==> config.mk <==
export PLATFORM = sky130hd
export DESIGN_NAME = async_fifo
export DESIGN_NICKNAME = d
export VERILOG_FILES = /design/src/rtl/async_fifo.sv
export SDC_FILE = /design/constraint.sdc
export NUM_CORES = 1
export LEC_CHECK = 0
export ABC_CLOCK_PERIOD_IN_PS = 2100
export CORE_ASPECT_RATIO = 1.4
export CORE_MARGIN = 4
export CORE_UTILIZATION = 59
export CTS_BUF_LIST = sky130_fd_sc_hd__clkbuf_8
export DETAILED_ROUTE_END_ITERATION = 12
export DONT_BUFFER_PORTS = 1
export HOLD_SLACK_MARGIN = 0.03
export PLACE_DENSITY = 0.9
export SYNTH_ARGS = -nofsm -noshare
export SYNTH_HDL_FRONTEND = slang
export SYNTH_SLANG_ARGS = --single-unit
==> constraint.sdc <==
create_clock -name clk -period 2.1 [get_ports clk]
set_clock_uncertainty 0.1 [all_clocks]
set_input_delay 0.315 -clock clk [delete_from_list [all_inputs] [get_ports clk]]
set_output_delay 0.315 -clock clk [all_outputs]
set_load 0.005 [all_outputs]
==> src/rtl/async_fifo.sv <==
// Single-clock FIFO with registered read data and full/empty flags taken
// straight from the pointers; the name is historical, there is one clock domain.
module async_fifo #(
    parameter int DATA_WIDTH = 8,
    parameter int DEPTH      = 16,
    parameter int ADDR_WIDTH = 4
) (
    input  logic                  clk,
    input  logic                  rst,
    input  logic                  wren,
    input  logic                  rden,
    input  logic [DATA_WIDTH-1:0] d_in,
    output logic [DATA_WIDTH-1:0] d_out,
    output logic                  fifo_full,
    output logic                  fifo_empty
);

    // Handshake: a write is accepted on a rising edge when wren=1 and
    // fifo_full=0, a read when rden=1 and fifo_empty=0. Both qualifiers use the
    // flags as they stand before the edge; a refused request is dropped with no
    // side effect, and d_out only changes on an accepted read.

    logic [DATA_WIDTH-1:0] r_mem [DEPTH];
    logic [ADDR_WIDTH:0]   r_wptr;
    logic [ADDR_WIDTH:0]   r_rptr;
    logic [DATA_WIDTH-1:0] r_dout;

    logic                  w_wr_en;
    logic                  w_rd_en;
    logic                  w_wrap_diff;
    logic                  w_low_eq;

    assign w_wrap_diff = r_wptr[ADDR_WIDTH] != r_rptr[ADDR_WIDTH];
    assign w_low_eq    = r_wptr[ADDR_WIDTH-1:0] == r_rptr[ADDR_WIDTH-1:0];

    assign fifo_empty  = !w_wrap_diff && w_low_eq;
    assign fifo_full   = w_wrap_diff && w_low_eq;

    assign w_wr_en     = wren && !fifo_full;
    assign w_rd_en     = rden && !fifo_empty;

    assign d_out       = r_dout;

    // Storage is deliberately left out of reset; only pointers and d_out clear.
    always_ff @(posedge clk) begin
        if (w_wr_en) begin
            r_mem[r_wptr[ADDR_WIDTH-1:0]] <= d_in;
        end
    end

    always_ff @(posedge clk or negedge rst) begin
        if (!rst) begin
            r_wptr <= '0;
        end else if (w_wr_en) begin
            r_wptr <= r_wptr + 1'b1;
        end
    end

    always_ff @(posedge clk or negedge rst) begin
        if (!rst) begin
            r_rptr <= '0;
            r_dout <= '0;
        end else if (w_rd_en) begin
            r_rptr <= r_rptr + 1'b1;
            r_dout <= r_mem[r_rptr[ADDR_WIDTH-1:0]];
        end
    end

endmodule

==> results of run 1 <==
Yosys cell counts, types with 8 or more instances:
| cell | count |
|---|---|
| edfxtp_1 | 128 |
| dfrtp_1 | 18 |
| mux2_2 | 18 |
| mux2i_1 | 16 |
| and3_1 | 15 |
| mux4_1 | 13 |
| xnor2_1 | 13 |
| mux4_2 | 11 |
| a221oi_1 | 8 |
| a22o_1 | 8 |
| nand2b_1 | 8 |
layout make-up:
type                    instances  area (µm²)  share of cell area [%]
repair buffers                 33         330                    4.87
multi-input cells             136        1620                    23.8
clock inverters                15         131                    1.94
inverters                       3        11.3                   0.166
well taps                     135         169                    2.49
flip-flops and latches        146        4300                    63.3
clock buffers                  17         234                    3.45
placed cells by master, fill, tap and decap left out, types with 2 or more instances in the layout:
cell / count
mux2_2: 16
dlygate4sd3_1: 11
clkinv_4: 3
buf_4: 18
and3_1: 3
dfrtp_2: 2
o211ai_1: 5
dfrtp_1: 16
clkinv_1: 3
inv_1: 3
nand2b_1: 6
and3_2: 12
a221oi_1: 8
nor2b_2: 2
nor2b_1: 3
mux2_4: 2
mux2i_1: 16
clkbuf_8: 17
inv_6: 5
edfxtp_1: 128
a22o_1: 8
mux4_2: 13
nor2_1: 3
clkinvlp_4: 2
ha_1: 5
mux4_1: 11
xnor2_1: 12
nand2b_4: 2
buf_12: 3
what timing repair did:
item,4_1_cts,5_1_grt
endpoints found under the setup margin,25,113
gates resized for setup,8,17
pin swaps,0,0
endpoints found under the hold margin,152,0
hold buffers,11,0
gates cloned,0,1
worst register-to-register path, cell delays in order (launching register included):
cell and delay (ps):
dfrtp_2 470, clkbuf_16 210, mux4_1 610, mux2_2 300
a22o_1 230, mux2_2 250
metal layers:
layer	vias to the layer above	track usage, %	wire length [µm]
met4	0	6.30	133
met2	116	37.0	6750
met3	13	6.17	709
li1	1303	-	-
met1	1557	27.7	4720
met5	-	0	0
worst min path at each step:
| stage | start | endpoint | slack (ps) | depth (start not counted) |
|---|---|---|---|---|
| after detailed placement | rst | d_out[4]$_DFFE_PN0P_ | -80 | 0 |
| final | wren | r_wptr[2]$_DFFE_PN0P_ | 130 | 3 |
| after floorplan | rst | d_out[0]$_DFFE_PN0P_ | -80 | 0 |
| after global routing | wren | r_wptr[2]$_DFFE_PN0P_ | 130 | 3 |
| after global placement | rst | d_out[5]$_DFFE_PN0P_ | -80 | 0 |
| after CTS | wren | r_wptr[2]$_DFFE_PN0P_ | 80 | 3 |
cell families (layout without fill, tap and decap cells):
| family | Yosys count | count (layout) | synth area share, % |
|---|---|---|---|
| adder cells (fa/ha/maj) | 5 | 5 | 1.05 |
| AO/OA/AOI/OAI | 24 | 24 | 3.41 |
| multiplexers | 58 | 58 | 16.0 |
| flip-flops | 146 | 146 | 72.2 |
| AND/OR/NAND/NOR | 35 | 35 | 3.60 |
| buffers and inverters | 19 | 68 | 1.62 |
| XOR/XNOR | 14 | 14 | 2.06 |
power breakdown:
group | switching, mW | internal, mW
sequential | 0.254 | 3.61
clock | 1.06 | 0.943
combinational | 1.61 | 1.66
total | 2.93 | 6.21
registers in the layout (all words and copies together), names as in the netlist:
name	cells
d_out	8
r_rptr	5
r_mem	128
r_wptr	5
per-stage QoR:
step,power [mW],setup TNS [ps]
after detailed placement,6.85,-1970
after global placement,6.69,-786
after floorplan,5.95,0
after global routing,9.55,-1350
final,9.13,-921
after CTS,8.99,-768
==> results.md, run 1 <==
- Failing checks: negative setup slack
- Share of the synthesized area in the top cell type: 64.7%
- Half-perimeter wire length after placement: roughly 7.5 mm
- CP endpoint: d_out[6]$_DFFE_PN0P_
- Clock tree buffer depth: 2
- Area contributors post-synth: edfxtp_1, dfrtp_1, mux4_1
- DP Worst Slack: -167 ps
- Die Height: between 100 and 150 µm
- Slowest stage delay, CP: ~600 ps
- RSZ-0062 raised after global routing: yes
- TritonCTS Buffers: 17
- Syn nets: about 320
- Leakage: 2.38 nW
- Period minus WS final: 2280 ps
- CTS tree: built
- P&R area growth vs syn: 14.2%
- I/O Pins: 22
- Number of cells on the worst reg-to-reg path: 5
- Max-cap violations: 0
- Cell chain of the critical path: clkbuf_16 > mux4_1 > mux2_2 > a22o_1 > mux2_2
- Top cell by count, worst path: mux2_2
- Area leader, netlist: edfxtp_1
- Clk pin slew, worst setup/hold paths: around 80 ps
- Final ANT Viol Nets: 0
- Initial antenna violation count: 0
- Share of layout cells above drive strength 1: between 30% and 40%
- Outcome: finished, violations left
- Startpoint Class: flop
- FF+latch count, synth: 146
- Fin util: between 60% and 70%
- Vias in the first global route: 3040
- Diode count: 0
- Slew headroom: 38.2%
- Die span in x: just over 90 µm
- CP max FO: 9
- Min-delay worst type: input pin to flop
- Max Transition Viols Final: 0
- DRC viols: 0
- Final setup viols: 8
- Post-synth top flop: edfxtp_1
- Async SR Flop Fraction: 12.3%
- Global-route wire length before repair: 18.3 mm
- Period utilisation layout: 108%
- Drt wl/cell: ~25 µm
- CTS root buffer: clkbuf_8
- Data required, critical path: 2320 ps
- Top delay family on crit path: multiplexers
- Number of nets in the layout: between 300 and 400
- TritonRoute pass-1 iters: 5
- H-tree Lvls: 4
- Core Box Area: 0.00990 mm²
- Total number of vias: 2989
- Slowest cell on crit path: mux4_1
- GR Overflow Total: 0
- Die area: ~0.012 mm²
- Global placement routability congestion: 0.794
- Launch point of the critical path: r_rptr[1]$_DFFE_PN0P_
- Worst r2r dst: d_out[6]$_DFFE_PN0P_
- Worst hold margin: approximately 130 ps
- Fmax: ~440 MHz
- Crit path arrival time: ~2500 ps
- PwrDens: approximately 1300 mW/mm²
- Wirelength, routed: between 10 and 15 mm
- Post-CTS setup buffers: 0
- WS Path Type: flop to flop
- Initial core utilization: around three fifths
- Cell variety after synth: 29
- CTS Sinks: approximately 150
- Vias per inst: slightly above 6
- VDD IR-drop max: between 0.5 and 0.6 mV
- R2R Setup Slk: -180 ps
- Setup ws final: -175 ps
- Buffers and inverters on the worst path: 1
- Iter 0 DRT Violations: 288
- Row count: 43
- Total GRT Usage: ~22%
- Fillers: between 600 and 700
- Post-synth EDFFs: about 130
- Worst skew pair latency: 450 ps
- Inst Count DP: 441
- Gate count after technology mapping: 301
- Synth Cell Area: ~0.0059 mm²
- Post-DP Area: slightly above 0.006 mm²
- Fin cells: around 490
- Measured slew at the worst slew-check pin: about 920 ps
- Synth Area per Inst: 19.7 µm²
- Worst Setup End Kind: flop
- I/O Buffers: 0
- Cell area after layout: slightly below 0.007 mm²
- Ys Warns: 0
- Crit path depth: 5
- Reg-to-Reg Start: r_rptr[1]$_DFFE_PN0P_
- Hold Vio Cnt, Final: 0
- Post-synthesis sequential area ratio: ~72%
- Largest net degree at the start of global routing: 28
Note: power is estimated with default switching activity, not from simulation.
==> run 2: changes to the inputs <==
==> config.mk (replaced) <==
export PLATFORM = sky130hd
export DESIGN_NAME = async_fifo
export DESIGN_NICKNAME = d
export VERILOG_FILES = /design/src/rtl/async_fifo.sv
export SDC_FILE = /design/constraint.sdc
export NUM_CORES = 1
export LEC_CHECK = 0
export ABC_CLOCK_PERIOD_IN_PS = 2500
export CORE_ASPECT_RATIO = 1.4
export CORE_MARGIN = 4
export CORE_UTILIZATION = 66
export CTS_BUF_LIST = sky130_fd_sc_hd__clkbuf_8
export DETAILED_ROUTE_END_ITERATION = 12
export DONT_BUFFER_PORTS = 1
export HOLD_SLACK_MARGIN = 0.03
export PLACE_DENSITY = 0.94
export SYNTH_ARGS = -nofsm -noshare
export SYNTH_HDL_FRONTEND = slang
export SYNTH_SLANG_ARGS = --single-unit
==> constraint.sdc (replaced) <==
create_clock -name clk -period 2.5 [get_ports clk]
set_clock_uncertainty 0.1 [all_clocks]
set_input_delay 0.375 -clock clk [delete_from_list [all_inputs] [get_ports clk]]
set_output_delay 0.375 -clock clk [all_outputs]
set_load 0.005 [all_outputs]
==> run 2 against run 1 <==
Net effect: critical path depth unchanged; first-iteration DRC count increased by 15%; count of clock-buffer cells in the layout unchanged; via count decreased by 1.0%; design area decreased by 4.1%; largest power group unchanged; the flow now finishes without violations; non-clock buffer count decreased by 9; total power decreased by 23%; fmax increased by 0.88%; clock power decreased by 29%; setup slack improved by 420 ps.
==> results.md, run 2 (same netlist as run 1, synthesis figures left out) <==
- Outcome: complete, no violations
- Setup TNS: 0 ps
- Setup ws final: around 240 ps
- Worst Setup End Kind: flop
- H-tree Lvls: 4
- Wirelength, routed: 11.4 mm
- Clk pin slew, worst setup/hold paths: roughly 70 ps
- Global placement routability congestion: about 0.82
- Final ANT Viol Nets: 0
- DR top layer: met5
- Measured slew at the worst slew-check pin: between 900 and 1000 ps
- I/O Pins: 22
- Global-route wire length before repair: 17.6 mm
- Hold wc startpoint: rden
- Launch point of the critical path: r_rptr[1]$_DFFE_PN0P_
- TritonRoute pass-1 iters: 4
- Row count: 40
- Routed wl met2: a little over 6 mm
- Startpoint Class: flop
- Sw frac: between 30% and 40%
- Largest net degree at the start of global routing: 28
- Die span in x: between 80 and 90 µm
- Max reg flops: 128
- Initial antenna violation count: 1
- DRC viols: 0
- VDD IR-drop max: ~0.66 mV
- Period minus WS final: about 2300 ps
- Period utilisation layout: approximately nine tenths
- I/O Buffers: 0
- CP max FO: 22
- Hold Vio Cnt, Final: 0
- Internal: just under 5 mW
- Crit path arrival time: approximately 2500 ps
- CTS tree: built
- Most common cell after layout, fill and taps aside: edfxtp_1
- Reg-to-Reg Start: r_rptr[1]$_DFFE_PN0P_
- CTS root buffer: clkbuf_8
- Fin util: 74.8%
- RSZ-0062 raised after global routing: no
- Drt wl/cell: between 20 and 30 µm
- Logic gate share of total power: 33.3%
- Diode count: 0
- TritonCTS Buffers: 17
- Leakage: around 2.3 nW
- Clk network pwr share: 20.1%
- Met3 WL: 796 µm
- Vias per inst: 6.63
- Data required, critical path: 2730 ps
- Initial core utilization: 68.3%
- Clock tree buffer depth: 2
- Die Height: ~120 µm
- Max-cap violations: 0
- Psw: between 2 and 2.5 mW
- Number of nets in the layout: between 300 and 400
- Most frequent cells in the layout: edfxtp_1, mux2_2, clkbuf_8, dfrtp_1, mux2i_1
- Half-perimeter wire length after placement: between 7 and 8 mm
- CTS Sinks: 146
- Total GRT Usage: around a quarter
- WS Path Type: flop to flop
- DP Worst Slack: 244 ps
- Slew headroom: between 30% and 40%
- P&R area growth vs syn: 9.51%
- PwrDens: 1080 mW/mm²
- Final setup viols: 0
- Worst hold margin: slightly below 60 ps
- Worst skew pair latency: 440 ps
- Max Transition Viols Final: 0
- Vias in the first global route: slightly above 3000
- Fmax: 443 MHz
- Min-delay worst type: input pin to flop
- GR Overflow Total: 0
- Die area: 0.0106 mm²
- Iter 0 DRT Violations: 330
- Share of layout cells above drive strength 1: around 20%
- Met1 wire length: between 4 and 5 mm
- Cts repair resizes: 0
- Total number of vias: between 2000 and 3000
- Sequential cell fraction of total power: a little under half
- Core Box Area: between 0.008 and 0.009 mm²
-- run 2: cell types whose count changed in the layout (fill, tap and decap cells not counted), sizes merged --
cell      delta
clkinvlp     -2
buf          -8
inv          +1
bufinv       -1
clkbuf       -1
clkinv       +2
-- run 2: metal layers --
layer	track usage [%]	vias to the layer above
met5	0	-
met2	39.1	117
met4	8.60	2
met1	29.1	1539
met3	7.57	22
li1	-	1279
-- run 2: what timing repair did --
action	CTS	global route
buffers inserted	0	0
hold endpoints to repair	149	0
setup endpoints to repair	0	0
hold buffers	11	0
-- run 2: worst max-delay path: stages, from the launching register on --
cell and delay [ps]:
dfrtp_1 450, buf_12 220, mux4_1 580, mux2_2 300, a22o_1 240, mux2_2 260
-- run 2: area by class of cell --
class                           instances  area, µm²
Multi-Input combinational cell        136       1550
Fill cell                             478       2200
Tap cell                              105        131
Sequential cell                       146       4300
Inverter                                3       11.3
Clock buffer                           17        234
Timing Repair Buffer                   24        220
Clock inverter                         15       63.8
-- run 2: worst paths after layout --
path	end	slack [ps]	cells after the start
max reg2reg	d_out[0]$_DFFE_PN0P_	240	5
min in group asynchronous	d_out[0]$_DFFE_PN0P_	420	1
max	d_out[0]$_DFFE_PN0P_	240	5
max in group asynchronous	r_rptr[2]$_DFFE_PN0P_	1250	1
min reg2reg	r_wptr[4]$_DFFE_PN0P_	460	1
min	r_rptr[3]$_DFFE_PN0P_	60	2
-- run 2: power groups by stage --
stage | registers (mW) | clock network, mW | logic [mW]
after floorplan | 3.19 | 0 | 1.80
after global placement | 3.30 | 0 | 2.16
after detailed placement | 3.33 | 0 | 2.29
after CTS | 3.28 | 1.44 | 2.36
after global routing | 3.32 | 1.57 | 2.51
final | 3.28 | 1.42 | 2.35
-- run 2: metrics by stage --
stage	area, µm²	std cells	power [mW]
after floorplan	5940	301	4.99
after global placement	6100	403	5.46
after detailed placement	6100	403	5.62
after CTS	6510	446	7.08
after global routing	6510	446	7.40
final	6510	446	7.06
==> run 3: changes to the inputs <==
--- a/config.mk
+++ b/config.mk
@@ -10,6 +10,7 @@
 export CORE_MARGIN = 4
 export CORE_UTILIZATION = 66
 export CTS_BUF_LIST = sky130_fd_sc_hd__clkbuf_8
+export CTS_CLUSTER_DIAMETER = 50
 export DETAILED_ROUTE_END_ITERATION = 12
 export DONT_BUFFER_PORTS = 1
 export HOLD_SLACK_MARGIN = 0.03
==> results of run 3 <==
The final DEF is identical to that of run 2; final timing and power are the same.
==> variant: new RTL, config.mk and constraints of run 3 <==
Change the parameter `DEPTH` from 16 to 8.
--- a/src/rtl/async_fifo.sv
+++ b/src/rtl/async_fifo.sv
@@ -3,5 +3,5 @@
 module async_fifo #(
     parameter int DATA_WIDTH = 8,
-    parameter int DEPTH      = 16,
+    parameter int DEPTH      = 8,
     parameter int ADDR_WIDTH = 4
 ) (
Check against the original RTL: same outputs for any inputs over 10 cycles, from zero or initial values and one cycle with rst low; that may be too few to reach the edited logic, so the function may still have changed.
==> variant against run 3 <==
Sequential cell count decreased by 64; via count fell by 42%; final area is 40% lower; synthesized cell count is 44% lower; die area fell by 40%; setup slack lost 0.049 ns; sequential share of layout area is 4.8 points lower; wire length fell by 38%; synthesized area fell by 43%; final cell count is 39% lower; utilization rose by 4.7 points; total power fell by 33%; fmax shrank 2.1%; critical path depth increased by 1; critical path type unchanged; highest routed layer is now met4.
==> variant: results (changes against run 3) <==
qor: layout.largest_register_ffs 64 [-50%]
qor: logic_synthesis.synth_async_sr_flop_share 0.2195 [+0.09622]
qor: hold_path.whs_path_cells 3 [+1]
qor: clocking.worst_skew_pair.late_latency 0.35 ns [-0.09 ns]
qor: global_route.grt_pass1_wl 10970 um [-38%]
qor: logic_synthesis.syn_nets 183 [-42%]
qor: power.net_switching_component_of_the_power 1.490 mW [-33%]
qor: detailed_routing.initialDrtViolationCount 129 [-61%]
qor: worst_setup_path.worstPathArrival 2.26 ns [-0.23 ns]
qor: detailed_routing.routed_via_density 6.317 [-4.8%]
qor: layout.drive_gt1_frac 0.3720 [+0.1726]
qor: power.total_leakage_power 1.397 nW [-40%]
qor: worst_setup_path.worst_path_dominant_cell_family simple AND/OR/NAND/NOR gates
qor: worst_setup_path.endpoint r_mem[1][4]
qor: clocking.cts.htree.levels 3 [-1]
qor: logic_synthesis.postSynthCellCount 169 [-44%]
qor: layout.postLayoutCoreUtil 0.7941 [+0.04655]
qor: clocking.cts.sinks 82 [-44%]
qor: timing.slew_headroom 0.3379 [-0.03606]
qor: global_route.via_count_of_the_first_global_routing_pass 1843 [-39%]
qor: global_route.grt.total_usage 0.2617 [+0.02526]
qor: placed_design.placed_cells_incl_taps 246 [-39%]
qor: worst_setup_path.r2r.worst_path.cells 6 [+1]
qor: worst_setup_path.crit_fanout 9 [-59%]
qor: global_route.grt_max_degree 20 [-29%]
qor: layout.layoutNonFillerInstCount 271 [-39%]
qor: global_route.initial_antenna_violation_count 0 [-1]
qor: layout.num-fill-cells 252 [-47%]
qor: timing.post-route-min-period 2.304 ns [+0.04885 ns]
qor: worst_setup_path.worst_path_largest_cell_delay 0.41 ns [-0.17 ns]
qor: logic_synthesis.ys_types 25 [-14%]
qor: run_status.outcome complete, no violations
qor: placed_design.detailed_place.area 0.003562 mm^2 [-42%]
qor: logic_synthesis.top_cells_by_area_in_the_synthesized_netlist edfxtp_1, dfrtp_1, mux4_2, mux2_4, xor2_1
qor: worst_setup_path.cp_max_stage_cell dfrtp_1
qor: logic_synthesis.synth_common_cells edfxtp_1, dfrtp_1, mux4_2, xor2_1
qor: hold_path.hold_path_startpoint wren
qor: placed_design.dpl_worst_slack -0.04956 ns [-0.2932 ns]
qor: clocking.clkTransAtPathRegs 0.09 ns [+0.02 ns]
qor: logic_synthesis.synth-edff-count 64 [-50%]
qor: clocking.number_of_buffers_on_the_longest_clock_path 2 [unchanged]
qor: power.ir_drop 0.7413 mV [+13%]
qor: logic_synthesis.synth-seq-area-share 0.7059 [-0.01649]
qor: timing.fin_hold_ws 0.1918 ns [+0.1331 ns]
qor: worst_setup_path.timing.reg2reg.setup_slack 0.20 ns [-0.05 ns]
qor: placed_design.dpl.hpwl 4126 um [-46%]
variant: worst min-delay path by stage:
stage	end
CTS	r_wptr[2]
finish	r_wptr[2]
floorplan	d_out[0]
detailed placement	r_rptr[3]
global route	r_wptr[2]
global placement	r_wptr[2]
variant: cell type report:
type,instances,area share
multi-input combinational,76,0.2435
sequential,82,0.6122
clock buffer,9,0.03197
timing repair buffer,31,0.06587
inverter,2,0.001937
clock inverter,7,0.02389
tap,64,0.02067
variant: logic make-up after synthesis:
family                     Yosys count  synth area share
AOI/OAI and AO/OA                    8           0.01601
xor gates and xnor gates            14           0.03649
adders and majority gates            2          0.007445
buffers and inverters               11           0.02085
DFF                                 82            0.7059
muxes                               34            0.1776
and+or+nand+nor                     18           0.03574
variant: power by group through the flow:
| stage | sequential [mW] | clock [mW] | combinational, mW |
|---|---|---|---|
| after detailed placement | 1.99 | 0 | 1.63 |
| after global placement | 1.95 | 0 | 1.57 |
| after CTS | 1.97 | 1.04 | 1.70 |
| after global routing | 2.00 | 1.11 | 1.82 |
| after floorplan | 1.95 | 0 | 1.21 |
| final | 1.97 | 1.04 | 1.71 |
variant: tightest hold or removal path: cells and delay by family:
| kind | cells | cell delay, ns |
|---|---|---|
| XOR/XNOR | 1 | 0.11 |
| AND/OR/NAND/NOR | 1 | 0.07 |
| AO/OA/AOI/OAI | 1 | 0.05 |
variant: repair_timing:
item,4_1_cts,5_1_grt
gates resized for setup,1,0
setup endpoints to repair,4,0
endpoints found under the hold margin,82,0
hold buffers,9,0
variant: routing by layer:
| metal | wire length [um] | vias to the layer above | GRT usage |
|---|---|---|---|
| li1 | - | 733 | - |
| met1 | 2481 | 878 | 0.3236 |
| met2 | 3810 | 79 | 0.4232 |
| met3 | 523 | 22 | 0.06553 |
| met4 | 233 | 0 | 0.1260 |
| met5 | 0 | - | 0 |
